--- src/rtl/counter_seq_pkg.sv ---
// Shared types and default sizing for the command-driven counter sequencer.
package counter_seq_pkg;

    localparam int DEFAULT_WIDTH         = 16;
    localparam int DEFAULT_PRESCALE_BITS = 4;

    typedef enum logic [1:0] {
        OP_LOAD = 2'd0,
        OP_UP   = 2'd1,
        OP_DOWN = 2'd2,
        OP_STOP = 2'd3
    } op_t;

    typedef enum logic [1:0] {
        IDLE     = 2'd0,
        RUN_UP   = 2'd1,
        RUN_DOWN = 2'd2
    } state_t;

endpackage

--- src/rtl/counter_sequencer_if.sv ---
// Command channel into the sequencer: valid/ready handshake plus command payload.
interface counter_sequencer_if
    import counter_seq_pkg::*;
#(
    parameter int WIDTH         = DEFAULT_WIDTH,
    parameter int PRESCALE_BITS = DEFAULT_PRESCALE_BITS
) ();

    logic                     cmd_valid;
    logic                     cmd_ready;
    op_t                      cmd_op;
    logic [WIDTH-1:0]         cmd_value;
    logic [PRESCALE_BITS-1:0] prescale;

    modport master (
        output cmd_valid,
        output cmd_op,
        output cmd_value,
        output prescale,
        input  cmd_ready
    );

    modport slave (
        input  cmd_valid,
        input  cmd_op,
        input  cmd_value,
        input  prescale,
        output cmd_ready
    );

endinterface

--- src/rtl/counter_sequencer_tick_divider.sv ---
// Prescale divider: counts enabled cycles and strobes when the count reaches the
// divisor latched at load time, then wraps to zero.
module tick_divider #(
    parameter int PRESCALE_BITS = 4
) (
    input  logic                     clock,
    input  logic                     reset_,
    input  logic                     load,
    input  logic                     enable,
    input  logic [PRESCALE_BITS-1:0] divisor,
    output logic                     strobe
);

    logic [PRESCALE_BITS-1:0] count_q, count_d;
    logic [PRESCALE_BITS-1:0] divisor_q, divisor_d;

    always_comb begin
        count_d   = count_q;
        divisor_d = divisor_q;
        strobe    = enable && (count_q == divisor_q);
        if (load) begin
            count_d   = '0;
            divisor_d = divisor;
        end else if (enable) begin
            count_d = strobe ? '0 : count_q + PRESCALE_BITS'(1);
        end
    end

    always_ff @(posedge clock or negedge reset_) begin
        if (!reset_) begin
            count_q   <= '0;
            divisor_q <= '0;
        end else begin
            count_q   <= count_d;
            divisor_q <= divisor_d;
        end
    end

endmodule

--- src/rtl/counter_sequencer.sv ---
// Command-driven up/down counter: LOAD/UP/DOWN/STOP over valid/ready, stepping the
// counter N times at a prescaled rate and pulsing done on completion or abort.
module counter_sequencer
    import counter_seq_pkg::*;
#(
    parameter int WIDTH         = DEFAULT_WIDTH,
    parameter int PRESCALE_BITS = DEFAULT_PRESCALE_BITS
) (
    input  logic             clock,
    input  logic             reset_,
    counter_sequencer_if.slave cmd,
    output logic [WIDTH-1:0] counter,
    output logic             busy,
    output logic             tick,
    output logic             done
);

    state_t           state_q, state_d;
    logic [WIDTH-1:0] counter_q, counter_d;
    logic [WIDTH-1:0] remaining_q, remaining_d;
    logic             tick_q, tick_d;
    logic             done_q, done_d;

    logic accept;
    logic running;
    logic div_load;
    logic div_enable;
    logic step;

    // STOP is always takeable so an in-flight run can be aborted.
    assign cmd.cmd_ready = (state_q == IDLE) || (cmd.cmd_op == OP_STOP);
    assign accept        = cmd.cmd_valid && cmd.cmd_ready;
    assign running       = (state_q != IDLE);

    assign div_load   = (state_q == IDLE) && accept
                        && ((cmd.cmd_op == OP_UP) || (cmd.cmd_op == OP_DOWN))
                        && (cmd.cmd_value != '0);
    assign div_enable = running && !accept;

    tick_divider #(
        .PRESCALE_BITS (PRESCALE_BITS)
    ) u_tick_divider (
        .clock   (clock),
        .reset_  (reset_),
        .load    (div_load),
        .enable  (div_enable),
        .divisor (cmd.prescale),
        .strobe  (step)
    );

    always_comb begin
        state_d     = state_q;
        counter_d   = counter_q;
        remaining_d = remaining_q;
        tick_d      = 1'b0;
        done_d      = 1'b0;
        case (state_q)
            IDLE: begin
                if (accept) begin
                    case (cmd.cmd_op)
                        OP_LOAD: begin
                            counter_d = cmd.cmd_value;
                            done_d    = 1'b1;
                        end
                        OP_UP, OP_DOWN: begin
                            if (cmd.cmd_value == '0) begin
                                done_d = 1'b1;
                            end else begin
                                remaining_d = cmd.cmd_value;
                                state_d     = (cmd.cmd_op == OP_UP) ? RUN_UP : RUN_DOWN;
                            end
                        end
                        default: ;
                    endcase
                end
            end
            RUN_UP, RUN_DOWN: begin
                // Only STOP can be accepted here, and it pre-empts a coincident step.
                if (accept) begin
                    state_d = IDLE;
                    done_d  = 1'b1;
                end else if (step) begin
                    tick_d      = 1'b1;
                    counter_d   = (state_q == RUN_UP) ? counter_q + WIDTH'(1)
                                                      : counter_q - WIDTH'(1);
                    remaining_d = remaining_q - WIDTH'(1);
                    if (remaining_q == WIDTH'(1)) begin
                        state_d = IDLE;
                        done_d  = 1'b1;
                    end
                end
            end
            default: state_d = IDLE;
        endcase
    end

    always_ff @(posedge clock or negedge reset_) begin
        if (!reset_) begin
            state_q     <= IDLE;
            counter_q   <= '0;
            remaining_q <= '0;
            tick_q      <= 1'b0;
            done_q      <= 1'b0;
        end else begin
            state_q     <= state_d;
            counter_q   <= counter_d;
            remaining_q <= remaining_d;
            tick_q      <= tick_d;
            done_q      <= done_d;
        end
    end

    assign counter = counter_q;
    assign busy    = running;
    assign tick    = tick_q;
    assign done    = done_q;

endmodule

--- src/flat_wrapper.sv ---
// flat-port wrapper written by rule: the top's interface ports become plain ports
module counter_sequencer_flat import counter_seq_pkg::*;
#(
    parameter int WIDTH         = DEFAULT_WIDTH,
    parameter int PRESCALE_BITS = DEFAULT_PRESCALE_BITS
)
  (clock, reset_, counter, busy, tick, done, cmd_cmd_valid, cmd_cmd_op, cmd_cmd_value, cmd_prescale, cmd_cmd_ready);
  counter_sequencer_if #(.WIDTH(WIDTH), .PRESCALE_BITS(PRESCALE_BITS)) cmd_i ();
  input  logic clock;
  input  logic reset_;
  output logic [WIDTH-1:0] counter;
  output logic busy;
  output logic tick;
  output logic done;
  input wire logic [$bits(cmd_i.cmd_valid)-1:0] cmd_cmd_valid;
  input wire logic [$bits(cmd_i.cmd_op)-1:0] cmd_cmd_op;
  input wire logic [$bits(cmd_i.cmd_value)-1:0] cmd_cmd_value;
  input wire logic [$bits(cmd_i.prescale)-1:0] cmd_prescale;
  output wire logic [$bits(cmd_i.cmd_ready)-1:0] cmd_cmd_ready;
  assign cmd_i.cmd_valid = cmd_cmd_valid;
  assign cmd_i.cmd_op = cmd_cmd_op;
  assign cmd_i.cmd_value = cmd_cmd_value;
  assign cmd_i.prescale = cmd_prescale;
  assign cmd_cmd_ready = cmd_i.cmd_ready;
  counter_sequencer #(.WIDTH(WIDTH), .PRESCALE_BITS(PRESCALE_BITS)) u_core (.clock(clock), .reset_(reset_), .cmd(cmd_i), .counter(counter), .busy(busy), .tick(tick), .done(done));
endmodule
--- config.mk ---
export PLATFORM = sky130hd
export DESIGN_NAME = counter_sequencer_flat
export DESIGN_NICKNAME = d
export VERILOG_FILES = /design/src/rtl/counter_seq_pkg.sv /design/src/rtl/counter_sequencer_if.sv /design/src/rtl/counter_sequencer_tick_divider.sv /design/src/rtl/counter_sequencer.sv /design/src/flat_wrapper.sv
export SDC_FILE = /design/constraint.sdc
export NUM_CORES = 1
export LEC_CHECK = 0
export ABC_AREA = 1
export BUFFER_PORTS_ARGS = -buffer_cell sky130_fd_sc_hd__buf_2
export CAP_MARGIN = 20
export CORE_MARGIN = 5
export CORE_UTILIZATION = 30
export CTS_CLUSTER_DIAMETER = 120
export DETAILED_ROUTE_END_ITERATION = 10
export PLACE_DENSITY = 0.52
export SLEW_MARGIN = 20
export SYNTH_ARGS = -nofsm -noshare
export SYNTH_HDL_FRONTEND = slang
export SYNTH_HIERARCHICAL = 1
export SYNTH_SLANG_ARGS = --single-unit
--- constraint.sdc ---
create_clock -name clock -period 3.1 [get_ports clock]
set_input_delay 0 -clock clock [delete_from_list [all_inputs] [get_ports clock]]
set_output_delay 0 -clock clock [all_outputs]
set_load 0.02 [all_outputs]
==> impl_metrics.py <==
metrics = {
    "power_and_ir_drop": {
        "pwr-share-seq_pct": 22.1,
        "p_comb_share_pct": 66.4,
        "p_int_mw": 2.44,
        "p_leak_nw": 2.29,
        "power_switching_mw": 2.66,
        "netSwitchingFraction_pct": 52.1,
        "pwr-share-clk_pct": 11.5,
        "powerDensity_nw_per_um2": 1170,
        "peakVddDrop_uv": 368,
    },
    "final_layout": {
        "fill_cells": 1376,
        "fin_util_pct": 35.0,
        "n_antenna_cell": 0,
        "final_cell_count_no_fill": 779,
        "nets": 659,
        "area_growth_pct": 15.5,
        "fin_area_um2": 4360,
        "drive_above_1_share_pct": 16.3,
    },
    "global_route": {
        "grt_start_max_net_pins": 45,
        "grt_util_met3_pct": 2.18,
        "overflow": 0,
        "use_met1_pct": 17.2,
        "grt_pass1_vias": 3668,
        "grt.total_usage_pct": 14.3,
        "antenna_found_initial": 0,
        "grt.busiest_layer": "met2",
        "grt_use_met2_pct": 26.1,
        "grt_pass1_wl_mm": 17.3,
    },
    "clocking": {
        "htreeDepth": 2,
        "numCtsBuffers": 5,
        "clkTransAtPathRegs_ns": 0.06,
        "post_cts_resized": 0,
        "cts_sinks": 44,
        "cts-root-buf": "clkbuf_16",
        "cts_tree": "built",
        "worstSkewPairLatency_ns": 0.29,
        "cts_buffer_depth": 2,
    },
    "yosys": {
        "synth_edf_count": 0,
        "synth_area_per_cell_um2": 6.74,
        "syn_nets": 611,
        "synth_seq_cells": 44,
        "netlist_area_um2": 3770,
        "synth_xor_area_share_pct": 2.79,
        "yosys.area_share.simple_pct": 36.5,
        "synth_top_family_by_area": "simple AND/OR/NAND/NOR gates",
        "synth_compound_area_share_pct": 11.2,
        "synthArstFlopShare_pct": 100,
        "synth_mux_area_share_pct": 0.597,
        "yosysWarningCount": 6,
        "synthAdderAreaFrac_pct": 8.82,
        "ys_types": 40,
        "ys_seq_area_share_pct": 29.2,
        "syn_inst": 560,
        "synth-main-ff-cell": "dfrtp_1",
    },
    "routing": {
        "wl_mm": 9.97,
        "vias": 3564,
        "vias_per_cell": 4.58,
        "first_pass_iters": 4,
        "ant_nets": 0,
        "route.detailed.drc": 0,
        "drtIter0Drc": 175,
        "wl_per_cell_um": 12.8,
    },
    "timing": {
        "clock_skew_ns": 0.00944,
        "worst_slew_pin_slew_ns": 0.587,
        "setup_viol_count_final": 0,
        "fin_crit_sh_pct": 88.2,
        "slew_violations": 0,
        "rsz0062_at_grt": "false",
        "relSlewSlack_pct": 60.9,
        "period_minus_slack_ns": 2.74,
        "fmax_mhz": 366,
        "hold_violations": 0,
        "tns_ns": 0,
    },
    "min_path": {
        "min_path_type": "input pin to register",
    },
    "floorplan": {
        "die-area_um2": 14900,
        "io-pin-count": 45,
        "die_w_um": 122,
        "row_count": 41,
        "core_um2": 12500,
        "start_util_pct": 30.3,
        "dieHeight_um": 122,
    },
    "critical_path": {
        "crit_slowest_cell": "dfrtp_1",
        "required_ns": 3.32,
        "critical-path-max-stage-delay_ns": 0.41,
        "worst_setup_path_start_kind": "register",
        "critPathArrivalTime_ns": 2.95,
        "cp_num_buf_inv": 5,
        "crit_path_frequent_cell": "inv_1",
        "crit_family": "simple AND/OR/NAND/NOR gates",
        "cp_max_fo": 13,
        "crit_chain": "inv_1 > ha_1 > inv_2 > nand2_2 > nand2_2 > inv_1 > nor2_1 > nand2_1 > nor2_2 > nand3_2 > inv_1 > a21oi_4 > nor2_4 > buf_4 > or2_1 > a21boi_1",
        "worst-setup-path-type": "register to register",
        "crit_path_end_kind": "register",
    },
    "place": {
        "dp_cells": 768,
        "dp_hpwl_mm": 7.87,
        "gp_congestion": 0.844,
        "placed_cell_area_um2": 4150,
        "port_buffers": 44,
    },
    "status": {
        "status": "complete, no violations",
    },
    "run": {
        "cap_violations": 0,
    },
}
[routing by layer]
| metal | share of wire (%) | wire length, um |
|---|---|---|
| met3 | 2.0 | 199 |
| met1 | 45 | 4490 |
| met2 | 51 | 5110 |
| met4 | 1.7 | 172 |
| met5 | 0 | 0 |
[Yosys cell counts, types with 2 or more instances]
cell type    n  share of area, %
nor2_2      12               2.0
mux2_1       2              0.60
inv_1       79               7.9
inv_2        6              0.60
nand2_1    176                18
clkbuf_1     5              0.50
buf_6        5               1.5
a21boi_1     3              0.60
xor2_1       8               1.9
nand3b_1     3              0.60
o21ai_1      7              0.93
a2bb2oi_2    5               2.0
a21oi_2      2              0.46
ha_1        25               8.3
nand3_1     40               5.3
o21ai_0     16               2.1
nor3_1       6              0.80
nand4_1      5              0.83
dfrtp_1     44                29
xnor2_1      4              0.93
and2_1       2              0.33
or2_2        7               1.2
nor2_1      48               4.8
or2_0        2              0.33
a21boi_2     3              0.90
nor2_4       2              0.60
nand2_2      3              0.50
or2_1        6              0.99
a21oi_1     23               3.1
[timing repair]
action | in CTS | in global routing
hold buffers | 5 | 0
hold endpoints to repair | 48 | 0
buffers inserted | 0 | 0
[kinds of logic (layout without fill, tap and decap cells)]
family | Yosys count | count (layout)
xor gates and xnor gates | 12 | 12
buffers and inverters | 98 | 145
adders and majority gates | 26 | 26
AOI/OAI and AO/OA | 63 | 63
muxes | 2 | 2
and+or+nand+nor | 315 | 315
DFF | 44 | 44
[stage by stage]
| step | worst slack [ns] | power (mW) | hold WS [ns] |
|---|---|---|---|
| 2_1_floorplan | 0.658 | 3.75 | -0.296 |
| 5_1_grt | 0.0622 | 5.69 | 0.0482 |
| 6_report | 0.365 | 5.10 | 0.0352 |
| 4_1_cts | 0.342 | 5.14 | 0.0209 |
| 3_5_place_dp | 0.367 | 4.52 | 0.228 |
| 3_3_place_gp | 0.496 | 4.49 | 0.208 |
[final timing paths]
kind / startpoint / to / slack [ns] / depth (start not counted)
max reg2reg: u_core/state_q[0] / u_core/counter[8] / 0.36 / 16
min reg2reg: u_core/remaining_q[14] / u_core/remaining_q[14] / 0.49 / 2
max: u_core/state_q[0] / u_core/counter[8] / 0.36 / 16
max in group asynchronous: reset_ / u_core/remaining_q[9] / 2.43 / 2
min in group asynchronous: reset_ / u_core/u_tick_divider/divisor_q[3] / 0.27 / 2
min: cmd_cmd_value[5] / u_core/counter[5] / 0.04 / 3
[flip-flops by register name (all words and copies together) (netlist names)]
name	cells
u_core/counter	16
u_core/state_q	2
u_core/done	1
u_core/u_tick_divider/divisor_q	4
u_core/remaining_q	16
u_core/u_tick_divider/count_q	4
u_core/tick	1
[power by group through the flow]
stage | clock, mW | sequential [mW] | combinational [mW]
2_1_floorplan | 0 | 1.18 | 2.57
3_3_place_gp | 0 | 1.13 | 3.36
3_5_place_dp | 0 | 1.13 | 3.39
4_1_cts | 0.612 | 1.13 | 3.40
5_1_grt | 0.635 | 1.17 | 3.89
6_report | 0.586 | 1.13 | 3.38
[cell usage in the layout, fill, tap and decap left out, drive strengths merged, types with 8 or more instances in the layout]
cell   synthesis  routed
ha            25      25
nand3         41      41
a21oi         26      26
inv           86      86
buf            7      48
o21ai         23      23
nand2        180     180
dfrtp         44      44
nor2          62      62
or2           15      15
xor2           8       8
[area by class of cell]
| class | count | area, um2 | share of cell area [%] |
|---|---|---|---|
| Timing Repair Buffer | 53 | 303 | 6.95 |
| Inverter | 86 | 325 | 7.46 |
| Clock buffer | 5 | 125 | 2.87 |
| Clock inverter | 1 | 30.0 | 0.689 |
| Sequential cell | 44 | 1100 | 25.3 |
| Multi-Input combinational cell | 418 | 2260 | 51.8 |
| Tap cell | 172 | 215 | 4.94 |
[worst reg2reg max path, delay by kind of cell (launching register included)]
family	cells	cell delay (ns)
simple gates	8	1.09
buf+inv	5	0.66
flops	1	0.41
fa+ha+maj	1	0.27
compound gates	2	0.23
No activity file was read; power rests on OpenSTA's default activity.
